`config.mk`:
```
export PLATFORM = sky130hd
export DESIGN_NAME = uart_tx_fifo
export DESIGN_NICKNAME = d
export VERILOG_FILES = /design/src/rtl/uart_tx_fifo.sv
export SDC_FILE = /design/constraint.sdc
export NUM_CORES = 1
export LEC_CHECK = 0
export CAP_MARGIN = 20
export CORE_UTILIZATION = 25
export DETAILED_ROUTE_END_ITERATION = 8
export GPL_TIMING_DRIVEN = 0
export PLACE_DENSITY = 0.45
export REMOVE_ABC_BUFFERS = 1
export SLEW_MARGIN = 20
export SYNTH_ARGS = -nofsm -noshare
export SYNTH_HDL_FRONTEND = slang
export SYNTH_SLANG_ARGS = --single-unit
```
`constraint.sdc`:
```
create_clock -name clk -period 2.9 [get_ports clk]
set_input_delay 0.58 -clock clk [delete_from_list [all_inputs] [get_ports clk]]
set_output_delay 0.58 -clock clk [all_outputs]
set_load 0.005 [all_outputs]
```
`src/rtl/uart_tx_fifo.sv`:
```
// uart_tx_fifo
// Byte FIFO sitting in front of the UART transmitter. Core writes land at
// full clock rate; a small issue controller hands bytes one at a time to the
// transmitter whenever its holding buffer reports empty (tx_tbr_valid low).
// Dropped writes (FIFO full) raise a sticky overflow flag.

module uart_tx_fifo #(
    parameter int DEPTH = 16,
    parameter int AW    = $clog2(DEPTH)
) (
    input  logic          clk,
    input  logic          rst_n,
    input  logic          wr_en,
    input  logic [7:0]    wr_data,
    input  logic          flush,
    input  logic          clr_ovrflw,
    output logic          full,
    output logic          empty,
    output logic [AW:0]   count,
    output logic          overflow,
    output logic [7:0]    tx_wdata,
    output logic          tx_wr,
    input  logic          tx_tbr_valid
);

    localparam int             CW         = AW + 1;
    localparam logic [CW-1:0]  FULL_COUNT = CW'(DEPTH);

    localparam logic [1:0] ST_IDLE   = 2'd0;
    localparam logic [1:0] ST_ISSUE  = 2'd1;
    localparam logic [1:0] ST_SETTLE = 2'd2;

    logic [7:0]    mem_q [DEPTH];
    logic [AW-1:0] rp_q, rp_d;
    logic [AW-1:0] wp_q, wp_d;
    logic [CW-1:0] count_q, count_d;
    logic          overflow_q, overflow_d;
    logic [7:0]    tx_wdata_q, tx_wdata_d;
    logic [1:0]    state_q, state_d;

    logic          wr_accept;
    logic          wr_drop;
    logic          pop;

    // Occupancy flags and the three events that drive every register update.
    // full is judged on the pre-edge count, so a write while full is dropped
    // even when a pop frees a slot on that same edge.
    always_comb begin
        full      = (count_q == FULL_COUNT);
        empty     = (count_q == '0);
        wr_accept = wr_en && !full && !flush;
        wr_drop   = wr_en && full && !flush;
        pop       = (state_q == ST_IDLE) && !empty && !tx_tbr_valid && !flush;
    end

    // Pointer, occupancy and overflow next-state; flush wins over everything
    // except the sticky overflow flag, which it leaves alone.
    always_comb begin
        rp_d       = rp_q;
        wp_d       = wp_q;
        count_d    = count_q;
        overflow_d = overflow_q;

        if (flush) begin
            rp_d    = '0;
            wp_d    = '0;
            count_d = '0;
        end else begin
            if (wr_accept) begin
                wp_d = wp_q + AW'(1);
            end
            if (pop) begin
                rp_d = rp_q + AW'(1);
            end
            case ({wr_accept, pop})
                2'b10:   count_d = count_q + CW'(1);
                2'b01:   count_d = count_q - CW'(1);
                default: count_d = count_q;
            endcase
        end

        if (wr_drop) begin
            overflow_d = 1'b1;
        end else if (clr_ovrflw) begin
            overflow_d = 1'b0;
        end
    end

    // Issue controller: pop in IDLE, pulse tx_wr in ISSUE, then give the
    // transmitter one SETTLE cycle to raise its busy flag before looking again.
    always_comb begin
        state_d    = state_q;
        tx_wdata_d = tx_wdata_q;

        case (state_q)
            ST_IDLE: begin
                if (pop) begin
                    tx_wdata_d = mem_q[rp_q];
                    state_d    = ST_ISSUE;
                end
            end
            ST_ISSUE:  state_d = ST_SETTLE;
            ST_SETTLE: state_d = ST_IDLE;
            default:   state_d = ST_IDLE;
        endcase
    end

    // Storage array; contents are don't-care after reset, so no reset here.
    always_ff @(posedge clk) begin
        if (wr_accept) begin
            mem_q[wp_q] <= wr_data;
        end
    end

    // Control registers with asynchronous active-low reset.
    always_ff @(posedge clk or negedge rst_n) begin
        if (!rst_n) begin
            rp_q       <= '0;
            wp_q       <= '0;
            count_q    <= '0;
            overflow_q <= 1'b0;
            tx_wdata_q <= 8'h00;
            state_q    <= ST_IDLE;
        end else begin
            rp_q       <= rp_d;
            wp_q       <= wp_d;
            count_q    <= count_d;
            overflow_q <= overflow_d;
            tx_wdata_q <= tx_wdata_d;
            state_q    <= state_d;
        end
    end

    assign count    = count_q;
    assign overflow = overflow_q;
    assign tx_wdata = tx_wdata_q;
    assign tx_wr    = (state_q == ST_ISSUE);

endmodule

```
# After elaboration in Yosys (flattened, before gate mapping)
# Memories as Yosys holds them, arrays and structs flattened. A register that Yosys moved wholly into a read port is not among the register bits.
# Cells that the tools add are included.
# classes
add_sub_neg	4
reduce_logical	19
eq_ne	5
n_mux	12
# ops
cell	count
$mux W4	4
$pmux W5 S2	1
$add A4 B1 Y4 const B	2
$logic_and A1 B1 Y1	7
$reduce_bool A2 Y1	3
$add A5 B1 Y5 const B	1
$eq A5 B5 Y1 const B	1
$logic_not A1 Y1	5
$logic_not A5 Y1	1
$mux W5	1
$sub A5 B1 Y5 const B	1
$eq A2 B1 Y1 const B	2
$mux W1	4
$pmux W2 S2	1
$reduce_bool A3 Y1	1
$eq A2 B2 Y1 const B	1
$logic_not A2 Y1	1
$mux W2	1
$ne A2 B2 Y1 const B	1
$reduce_and A2 Y1	1
# totals
ramBits	128
word_cells	46
reg_bits	16
output_inout_bits	17
n_memories	1
# memory_table
memory	words	width	rd	rd_ports_with_merged_regs	wr	line	text
mem_q	16	8	1	1	1	33	logic [7:0] mem_q [DEPTH];

# Logic depth before layout (Yosys ltp)
# Gate-level depths: netlist (run 1).
# logic_depth
ltp_word	8
mapped_depth	11
depth_no_buf	9

# Worst setup path before layout (run 1)
# No wires, ideal clock.
# synth_path
path_kind	input -> register
startpoint	input port flush
endpoint	register count_q[4], in the netlist count[4]
slack_ps	-80
n_path_buf	2
stages	10
setup_time_ps	131
arrival_ps	2849
cell_sequence	clkbuf_8 > or4_1 > a21oi_2 > buf_4 > nand2_1 > fa_1 > and2b_2 > o22a_1 > mux2i_1 > a31oi_1
# synth_via
elab_chain_cells	5
word_cells_on_any_way	8
cone_classes	eq/ne (2); mux (2); reduce/logical (4)
# synth_lines
element	line	text
from (decl)	15	input logic flush,
$logic_not A1 Y1	51, 53	
$logic_and A1 B1 Y1 (on tied branches)	53, 51	
$eq A2 B1 Y1 / $eq A2 B2 Y1 (equally long branches)	75	case ({wr_accept, pop})
$pmux W5 S2	75	
$mux W5	64	if (flush) begin
to (signal assigned)	127	count_q <= count_d;
to (decl)	36	logic [CW-1:0] count_q, count_d;
# Parallel ways exist; a longest one is shown, timed or not.
# A chain may end at the register's enable or synchronous reset.

# Worst setup path in the final report (run 1)
# layout_path
startpoint	register count_q[1], in the netlist count[1]
endpoint	output port full
# layout_via
elab_chain_cells	1
# layout_lines
element	line	text
$eq A5 B5 Y1	49	full = (count_q == FULL_COUNT);
to (decl)	17	output logic full,
# Every way passes these cells.

==> metrics.md, run 1 <==
| Metric | Value |
|---|---|
| CTS Buf Count | `17` |
| Initial Util | `between 20% and 30%` |
| Die X | `161 um` |
| Largest family of logic cells by synthesized area | `multiplexers` |
| Primary FF master, synth | `edfxtp_1` |
| Crit path max fanout | `7` |
| Status | `finished, final reports clean` |
| Vias per cell | `between 4 and 5` |
| Vias in the first global route | `3469` |
| Final Wtd Congestion | `~0.75` |
| Die height | `161 um` |
| Buffers on Ports | `30` |
| EDFF count, synth | `128` |
| Data arrival, critical path | `2160 ps` |
| Cells after synthesis | `approximately 350` |
| XOR/XNOR Fraction of Synth Area | `0.835%` |
| Initial antenna violation count | `0` |
| Power Density | `between 700 and 800 mW/mm2` |
| Final Hold Violating Endpoints | `0` |
| Worst VDD drop | `~0.43 mV` |
| Synth warnings | `0` |
| Max-Cap Viols | `0` |
| Worst r2r src | `state_q[1]` |
| Synth cell count leaders | `edfxtp_1, mux4_2, nor2_1` |
| Final period utilization | `around 94%` |
| Clock period minus worst slack | `roughly 2700 ps` |
| Slew Limit Fails | `0` |
| Pin count of the biggest net entering global routing | `29` |
| HPWL Detailed | `~8800 um` |
| WL/cell | `approximately 19 um` |
| Most frequent cell after synthesis | `edfxtp_1` |
| Final worst setup slack | `between 150 and 200 ps` |
| LEAKAGE | `2.46 nW` |
| Clk pin slew, worst setup/hold paths | `60 ps` |
| Crit path capture type | `output port` |
| First-pass GRT wire length | `about 21000 um` |
| Worst Hold Class | `input port to asynchronous set/reset pin` |
| CTS max path bufs | `2` |
| Clk_skew | `~12 ps` |
| RSZ-0062 raised after global routing | `no` |
| Critical path origin | `count[1]` |
| All-Layer GR Usage | `11.3%` |
| Simple-Gate Fraction of Synth Area | `under 10%` |
| Via count | `roughly 3200` |
| # rows | `57` |
| Root buffer cell | `clkbuf_16` |
| Adder-cell area share of the yosys netlist | `about 1.9%` |
| Mean Syn Cell Area | `between 15 and 20 um2` |
| Hold buffers post-CTS | `0` |
| Synth area leaders | `edfxtp_1, mux4_2, dfrtp_1, o22ai_1, ha_1` |
| Seq cells post-synth | `roughly 150` |
| Routed WL | `13700 um` |
| Post-synth ARST share | `15.8%` |
| Layout cells sized above 1 | `about a quarter` |
| Worst relative slew slack | `between 30% and 40%` |
| Number of H-tree levels | `4` |
| Crit Path Category | `flip-flop to output port` |
| Dpl ws | `-1460 ps` |
| Synth Area in Compound Gates | `about 4.9%` |
| Core ar. | `between 0.02 and 0.025 mm2` |
| Starting DRT DRC Count | `approximately 170` |
| Design Power | `5.95 mW` |
| Measured slew at the worst slew-check pin | `about 1000 ps` |
| Critical Path RT | `2320 ps` |
| Final nets | `410` |
| DIE AREA | `roughly 0.026 mm2` |
| Area Overhead vs Synth | `20.2%` |
| Inserted Diodes | `0` |
| Grt total ovfl | `0` |
| Mux contribution to synthesized area | `between 10% and 20%` |
| Num ports | `31` |
| Unique masters post-synth | `between 40 and 50` |
| DR pass1 iterations | `4` |
| DRC viols | `0` |
| Post-synthesis sequential area ratio | `70.6%` |
| Worst-skew pair later-pin latency | `420 ps` |
| Post-DRT Antenna Nets | `0` |
| Mapped Area | `0.00629 mm2` |
| # setup viols final | `0` |
| Yosys top cell by area | `edfxtp_1` |
| Sink Count | `about 150` |
| CP startpoint kind | `flip-flop` |
| FMAX | `0.366 GHz` |
| Area fraction of the dominant cell type after synthesis | `61.1%` |
| CTS tree | `done` |
## kinds of logic (layout without fill, tap and decap cells)
logic type | Yosys count | after routing
compound gates | 44 | 44
xor+xnor | 6 | 6
fa+ha+maj | 9 | 9
buf+inv | 27 | 79
flops | 152 | 152
mux | 47 | 47
simple gates | 63 | 63
## stage by stage
stage	utilization (%)	cells	hold slack (ps)	setup TNS, ps	area, um2
3_3_place_gp	28.1	685	527	-95050	6890
5_1_grt	30.8	724	209	0	7560
6_report	30.8	724	186	0	7560
2_1_floorplan	-	331	284	0	6190
4_1_cts	30.8	724	184	0	7570
3_5_place_dp	28.5	691	522	-74250	6990
## repair_timing
action | CTS | global route
resized for setup | 3 | 2
endpoints found under the hold margin | 0 | 0
setup buffers | 1 | 0
cloned | 0 | 0
endpoints found under the setup margin | 101 | 2
## cell type report
| class | count | area [um2] |
|---|---|---|
| fill | 2429 | 17000 |
| clock buffer | 19 | 433 |
| clock inverter | 13 | 119 |
| inverter | 10 | 37.5 |
| tap | 324 | 405 |
| multi-input combinational | 169 | 1740 |
| timing repair buffer | 37 | 375 |
| sequential | 152 | 4450 |
## state kept, by name, summed over array words and instances, names as in the netlist
name,count
count,5
mem_q,128
overflow,1
rp_q,4
state_q,2
tx_wdata,8
wp_q,4
## report_power, final
| part | switching, mW | internal [mW] |
|---|---|---|
| logic | 0.582 | 0.604 |
| clock network | 0.890 | 1.19 |
| registers | 0.192 | 2.50 |
| total | 1.66 | 4.29 |
## final timing paths
path / end / slack [ps] / depth (start not counted)
min in group clk: overflow / 530 / 2
max in group asynchronous: rp_q[1] / 2230 / 1
worst max register to register: count[4] / 300 / 8
worst min-delay path: tx_wdata[1] / 190 / 1
worst min register to register: overflow / 530 / 2
worst max-delay path: full / 160 / 4
## worst max-delay path, stage by stage, from the launching register on
cell	delay (ps)
dfrtp_1	470
nor4_4	570
nand2_1	140
inv_1	70
clkdlybuf4s50_1	500
## cell usage in the layout, fill, tap and decap left out, types with 2 or more instances in the layout
cell type / instances
mux2i_1: 3
clkinv_4: 3
and2b_2: 3
inv_6: 4
mux2_2: 8
inv_1: 10
nand2_1: 9
o22ai_1: 17
mux2_1: 4
nor3_1: 2
nor2b_1: 2
clkinv_1: 2
clkinvlp_4: 2
buf_4: 5
o211ai_1: 4
ha_1: 8
nand3_1: 4
mux4_2: 32
nor2_1: 25
nand2b_1: 3
clkbuf_16: 17
edfxtp_1: 128
clkdlybuf4s50_1: 28
clkbuf_1: 2
xor2_1: 3
or2_2: 2
a21oi_1: 12
xnor2_1: 3
dfrtp_1: 22
nor3_2: 5
## layer usage
| metal | track usage, % | routed length (um) |
|---|---|---|
| met1 | 13.7 | 5940 |
| met2 | 19.4 | 7040 |
| met3 | 2.84 | 534 |
| met4 | 3.72 | 152 |
| met5 | 0 | 0 |
Note: power is estimated with default switching activity, not from simulation.
==> run 2: changes to the inputs <==
==> constraint.sdc (replaced) <==
create_clock -name clk -period 2.7 [get_ports clk]
set_input_delay 0.54 -clock clk [delete_from_list [all_inputs] [get_ports clk]]
set_output_delay 0.54 -clock clk [all_outputs]
set_load 0.005 [all_outputs]
==> run 2 against run 1 <==
Net effect:
- register-to-register slack got worse by 130 ps
- clock-buffer cell count stayed put
- clock power is 7% higher
- clock skew down 0.75 ps
- via count up 1.0%
- first-iteration DRC count is 1.7% higher
- non-clock buffer count increased by 5
- combinational power up 17%
- final cell count is 0.69% higher
- routed wire length up 0.29%
- critical path depth rose by 1
- largest power group unchanged
==> metrics.md, run 2 (same netlist as run 1, synthesis figures left out) <==
| Metric | Value |
|---|---|
| Number of H-tree levels | `4 (unchanged)` |
| DIE AREA | `0.0258 mm2 (unchanged)` |
| Crit path max fanout | `8 (+1)` |
| Hold buffers post-CTS | `0 (unchanged)` |
| Pin count of the biggest net entering global routing | `29 (unchanged)` |
| Inst Count DP | `691 (unchanged)` |
| Most frequent cells in the layout | `edfxtp_1, mux4_2, clkdlybuf4s50_1` |
| Worst relative slew slack | `30.3% (-0.46 points)` |
| Core ar. | `0.0245 mm2 (unchanged)` |
| Initial antenna violation count | `0 (unchanged)` |
| Clk pin slew, worst setup/hold paths | `60 ps (about the same)` |
| Die height | `161 um (unchanged)` |
| Inserted Diodes | `0 (unchanged)` |
| # setup viols final | `0 (unchanged)` |
| Starting DRT DRC Count | `175 (+1.7%)` |
| Worst Hold Class | `input port to asynchronous set/reset pin` |
| CTS max path bufs | `2 (unchanged)` |
| Num ports | `31 (unchanged)` |
| Data arrival, critical path | `2680 ps (+520 ps)` |
| Final nets | `415 (+1.2%)` |
| DRC viols | `0 (unchanged)` |
| Area Overhead vs Synth | `21.1%` |
| Root buffer cell | `clkbuf_16` |
| CTS tree | `done` |
| Final Hold Violating Endpoints | `0 (unchanged)` |
| Max reg flops | `128 (unchanged)` |
| Cell breakdown of the critical path | `clkdlybuf4s50_1, nand2b_1, a21oi_1, nand2_1, nor2_1` |
| Initial Util | `25.7% (unchanged)` |
| Critical Path RT | `2730 ps (+410 ps)` |
| LEAKAGE | `2.49 nW (+1.3%)` |
| WL/cell | `18.8 um (-0.40%)` |
| Routed WL | `13700 um (+0.29%)` |
| FMAX | `0.378 GHz` |
| R2R depth | `8 (unchanged)` |
| Buffers on Ports | `30 (unchanged)` |
| RSZ-0062 raised after global routing | `yes` |
| CTS Buf Count | `17 (unchanged)` |
| Layout cells sized above 1 | `27.2% (+2.7 points)` |
| Critical-path top delay cell | `nor2_1` |
| Crit path capture type | `flip-flop` |
| # rows | `57 (unchanged)` |
| Setup TNS | `0 ps (unchanged)` |
| Final period utilization | `slightly below 100%` |
| Clock period minus worst slack | `~2600 ps` |
| Worst VDD drop | `0.391 mV (-9.9%)` |
| Non-filler instance count after layout | `729 (+0.69%)` |
| CP startpoint kind | `input port` |
| Vias per cell | `4.44 (+0.31%)` |
| Sink Count | `152 (unchanged)` |
| Power Density | `854 mW/mm2 (+8.5%)` |
| Final Wtd Congestion | `0.749 (unchanged)` |
| Design Power | `6.51 mW (+9.3%)` |
| Number of fill cells in the layout | `2433 (+0.16%)` |
| Die X | `161 um (unchanged)` |
| Vias in the first global route | `3477 (+0.23%)` |
| Slew Limit Fails | `0 (unchanged)` |
| HPWL Detailed | `8820 um (unchanged)` |
| Final worst setup slack | `56.8 ps (-108 ps)` |
| Status | `finished, final reports clean` |
| Post-DRT Antenna Nets | `0 (unchanged)` |
| Grt total ovfl | `0 (unchanged)` |
| Measured slew at the worst slew-check pin | `1040 ps (+6.89 ps)` |
| Leading cell type in the layout, fill and taps excluded | `edfxtp_1` |
| Layout Utilization | `31.1% (+0.23 points)` |
| Clk_skew | `11.1 ps (-0.748 ps)` |
| CP max stage delay | `830 ps (+260 ps)` |
| Largest reg by FF count | `mem_q` |
| Dpl ws | `-1620 ps (-160 ps)` |
| First-pass GRT wire length | `20800 um (about the same)` |
| Crit Path Category | `input port to flip-flop` |
| Via count | `3235 (+1.0%)` |
| DR pass1 iterations | `4 (unchanged)` |
| Worst-skew pair later-pin latency | `420 ps (about the same)` |
| Max-Cap Viols | `0 (unchanged)` |
| All-Layer GR Usage | `11.3% (about the same)` |
-- run 2: worst paths after layout --
kind	startpoint	end	slack, ps
setup / recovery	wr_en	mem_q[4][4]	60
hold / removal	rst_n	overflow	150
min in group clk	flush	wp_q[1]	520
max in group asynchronous	rst_n	rp_q[1]	2070
hold reg to reg	overflow	overflow	530
setup reg to reg	state_q[1]	count[4]	170
-- run 2: power by group --
part | internal (mW) | switching [mW]
logic | 0.740 | 0.646
registers | 2.69 | 0.208
clock network | 1.27 | 0.951
-- run 2: area by class of cell --
| cell class | instances | area, um2 | area share (%) |
|---|---|---|---|
| clock buffers | 19 | 433 | 5.68 |
| clock inverters | 13 | 119 | 1.56 |
| inverters | 10 | 37.5 | 0.493 |
| multi-input cells | 169 | 1760 | 23.1 |
| flip-flops and latches | 152 | 4450 | 58.4 |
| well taps | 324 | 405 | 5.32 |
| repair buffers | 42 | 415 | 5.45 |
-- run 2: metal layers --
metal,global-route usage [%],vias to the layer above,part of all wire [%]
met4,3.72,0,1.1
met1,13.7,1687,43
met5,0,-,0
met3,2.84,9,4.1
met2,19.4,61,51
li1,-,1478,-
-- run 2: worst max-delay path, delay by kind of cell --
kind | cells | cell delay [ps]
AOI/OAI and AO/OA | 1 | 360
buffers and inverters | 1 | 610
and+or+nand+nor | 3 | 1150
-- run 2: stage by stage --
stage               area [um2]  hold slack (ps)
finish                    7620              146
global route              7620              168
CTS                       7590              144
detailed placement        6990              522
global placement          6890              527
floorplan                 6190              244
-- run 2: repair_timing --
action | 4_1_cts | 5_1_grt
gates resized for setup | 6 | 9
setup endpoints to repair | 117 | 43
buffers inserted | 3 | 3
pin swaps | 1 | 1
==> run 3: changes to the inputs <==
--- a/config.mk
+++ b/config.mk
@@ -8,8 +8,7 @@
 export CAP_MARGIN = 20
 export CORE_UTILIZATION = 25
 export DETAILED_ROUTE_END_ITERATION = 8
-export GPL_TIMING_DRIVEN = 0
-export PLACE_DENSITY = 0.45
+export PLACE_DENSITY = 0.5
 export REMOVE_ABC_BUFFERS = 1
 export SLEW_MARGIN = 20
 export SYNTH_ARGS = -nofsm -noshare
==> run 3 against run 2 <==
Net effect:
- final area up 2.4%
- via count up 4.8%
- critical path depth is the same
- critical endpoint is now full
- highest routed layer unchanged
==> metrics.md, run 3 (same netlist as run 1, synthesis figures left out) <==
| Metric | Value |
|---|---|
| Largest reg by FF count | `mem_q` |
| Via count | `3391 (+4.8%)` |
| All-Layer GR Usage | `11.4% (+0.11 points)` |
| Layout Utilization | `31.8% (+0.73 points)` |
| Measured slew at the worst slew-check pin | `625 ps (-417 ps)` |
| DRC viols | `0 (unchanged)` |
| WL met3 | `582 um (+4.1%)` |
| Number of H-tree levels | `4 (unchanged)` |
| CTS max path bufs | `2 (unchanged)` |
| Die X | `161 um (unchanged)` |
| Critical Path RT | `2160 ps (-570 ps)` |
| Area after DPL | `0.00716 mm2 (+2.4%)` |
| Inserted Diodes | `0 (unchanged)` |
| Worst Hold Class | `input port to asynchronous set/reset pin` |
| Grt total ovfl | `0 (unchanged)` |
| Gate power share | `20.4% (-0.9 points)` |
| R2r endpoint | `count[4]` |
| DR pass1 iterations | `6 (+2)` |
| Worst relative slew slack | `58.2% (+28 points)` |
| First-pass GRT wire length | `21500 um (+3.0%)` |
| Max reg flops | `128 (unchanged)` |
| # rows | `57 (unchanged)` |
| R2R depth | `8 (unchanged)` |
| DIE AREA | `0.0258 mm2 (unchanged)` |
| Area Overhead vs Synth | `23.9%` |
| Initial Util | `25.7% (unchanged)` |
| Vias in the first global route | `3499 (+0.63%)` |
| Sw frac | `26.8% (-0.98 points)` |
| WL/cell | `18.4 um (-1.9%)` |
| Vias per cell | `4.49 (+1.2%)` |
| Starting DRT DRC Count | `347 (+98%)` |
| Flop pwr share | `43.4% (-1.1 points)` |
| Hold buffers post-CTS | `0 (unchanged)` |
| HPWL Detailed | `9070 um (+2.9%)` |
| Routed WL | `13900 um (+1.6%)` |
| Sink Count | `152 (unchanged)` |
| Final period utilization | `97.2% (-0.71 points)` |
| Worst-skew pair later-pin latency | `410 ps (about the same)` |
| Num ports | `31 (unchanged)` |
| Max Used Layer | `met4` |
| Switch Pwr | `1.77 mW (-1.7%)` |
| Slew Limit Fails | `0 (unchanged)` |
| LEAKAGE | `2.61 nW (+4.8%)` |
| Internal Power | `4.86 mW (+3.3%)` |
| Status | `finished, final reports clean` |
| CTS tree | `done` |
| Data arrival, critical path | `2080 ps (-600 ps)` |
| Layout cells sized above 1 | `29.5% (+2.3 points)` |
| Clk_skew | `12.6 ps (+1.50 ps)` |
| CP startpoint kind | `flip-flop` |
| # setup viols final | `0 (unchanged)` |
| Core ar. | `0.0245 mm2 (unchanged)` |
| Worst R2R Setup Slack | `260 ps (+90 ps)` |
| Final nets | `441 (+6.3%)` |
| Max-Cap Viols | `0 (unchanged)` |
| Root buffer cell | `clkbuf_16` |
| Final Wtd Congestion | `0.770 (+2.8%)` |
| Worst VDD drop | `0.458 mV (+17%)` |
| Met1 WL | `6220 um (+4.7%)` |
| Met2 routed WL | `7060 um (about the same)` |
| CTS Buf Count | `17 (unchanged)` |
| Final instance area | `0.00780 mm2 (+2.4%)` |
| Leading cell type in the layout, fill and taps excluded | `edfxtp_1` |
| Pin count of the biggest net entering global routing | `34 (+17%)` |
| Clock period minus worst slack | `2620 ps (-19.2 ps)` |
| Post-DRT Antenna Nets | `0 (unchanged)` |
| Crit path capture type | `output port` |
| FMAX | `0.381 GHz (+0.73%)` |
| Clk pin slew, worst setup/hold paths | `70 ps (about the same)` |
| Most frequent cells in the layout | `edfxtp_1, buf_4, mux4_2` |
| Power Density | `850 mW/mm2 (-0.46%)` |
| Final Hold Violating Endpoints | `0 (unchanged)` |
| Crit path max fanout | `6 (-2)` |
| Worst r2r src | `state_q[1]` |
| Buffers on Ports | `30 (unchanged)` |
| Initial antenna violation count | `0 (unchanged)` |
| Crit Path Category | `flip-flop to output port` |
| Die height | `161 um (unchanged)` |
| Clk pwr share | `36.2% (+2.0 points)` |
run 3: what timing repair did:
action	in CTS	in global routing
buffers inserted	1	2
endpoints found under the setup margin	2	3
pin swaps	1	1
endpoints found under the hold margin	0	0
gates resized for setup	2	3
run 3: metrics by stage:
stage / worst slack (ps) / TNS (ps) / std cells / hold slack, ps / power (mW)
floorplan: -154 / -274 / 331 / 244 / 3.60
global placement: -296 / -636 / 720 / 520 / 4.21
detailed placement: -361 / -863 / 720 / 525 / 4.23
CTS: 13.2 / 0 / 753 / 502 / 6.68
global route: -22.3 / -22.3 / 755 / 522 / 6.94
finish: 76.1 / 0 / 755 / 511 / 6.63
run 3: area by class of cell:
type / instances / area (um2)
Timing Repair Buffer: 68 / 586
Clock buffer: 19 / 433
Multi-Input combinational cell: 169 / 1720
Inverter: 10 / 37.5
Clock inverter: 13 / 168
Fill cell: 2404 / 16700
Sequential cell: 152 / 4450
Tap cell: 324 / 405
run 3: worst max-delay path by stage:
stage | from | end | slack [ps] | depth (start not counted)
after CTS | count[1] | full | 10 | 5
after global routing | count[1] | full | -20 | 5
after global placement | flush | count[4] | -300 | 9
final | count[1] | full | 80 | 5
after floorplan | flush | count[4] | -150 | 8
after detailed placement | flush | count[4] | -360 | 9
run 3: critical path, stage by stage, from the launching register on:
cell and delay (ps):
dfrtp_2 480, nor4_4 340, buf_4 210, nand2_1 90
inv_1 60, clkdlybuf4s50_1 480
run 3: power by group through the flow:
| stage | clock (mW) | combinational (mW) | sequential [mW] |
|---|---|---|---|
| final | 2.40 | 1.35 | 2.88 |
| after detailed placement | 0 | 1.31 | 2.92 |
| after CTS | 2.47 | 1.34 | 2.88 |
| after floorplan | 0 | 0.705 | 2.89 |
| after global placement | 0 | 1.29 | 2.92 |
| after global routing | 2.56 | 1.48 | 2.90 |
run 3: per-layer routing:
| metal | vias to the layer above | track usage [%] |
|---|---|---|
| met5 | - | 0 |
| met4 | 0 | 2.99 |
| met3 | 6 | 2.76 |
| met2 | 69 | 18.7 |
| met1 | 1790 | 15.0 |
| li1 | 1526 | - |
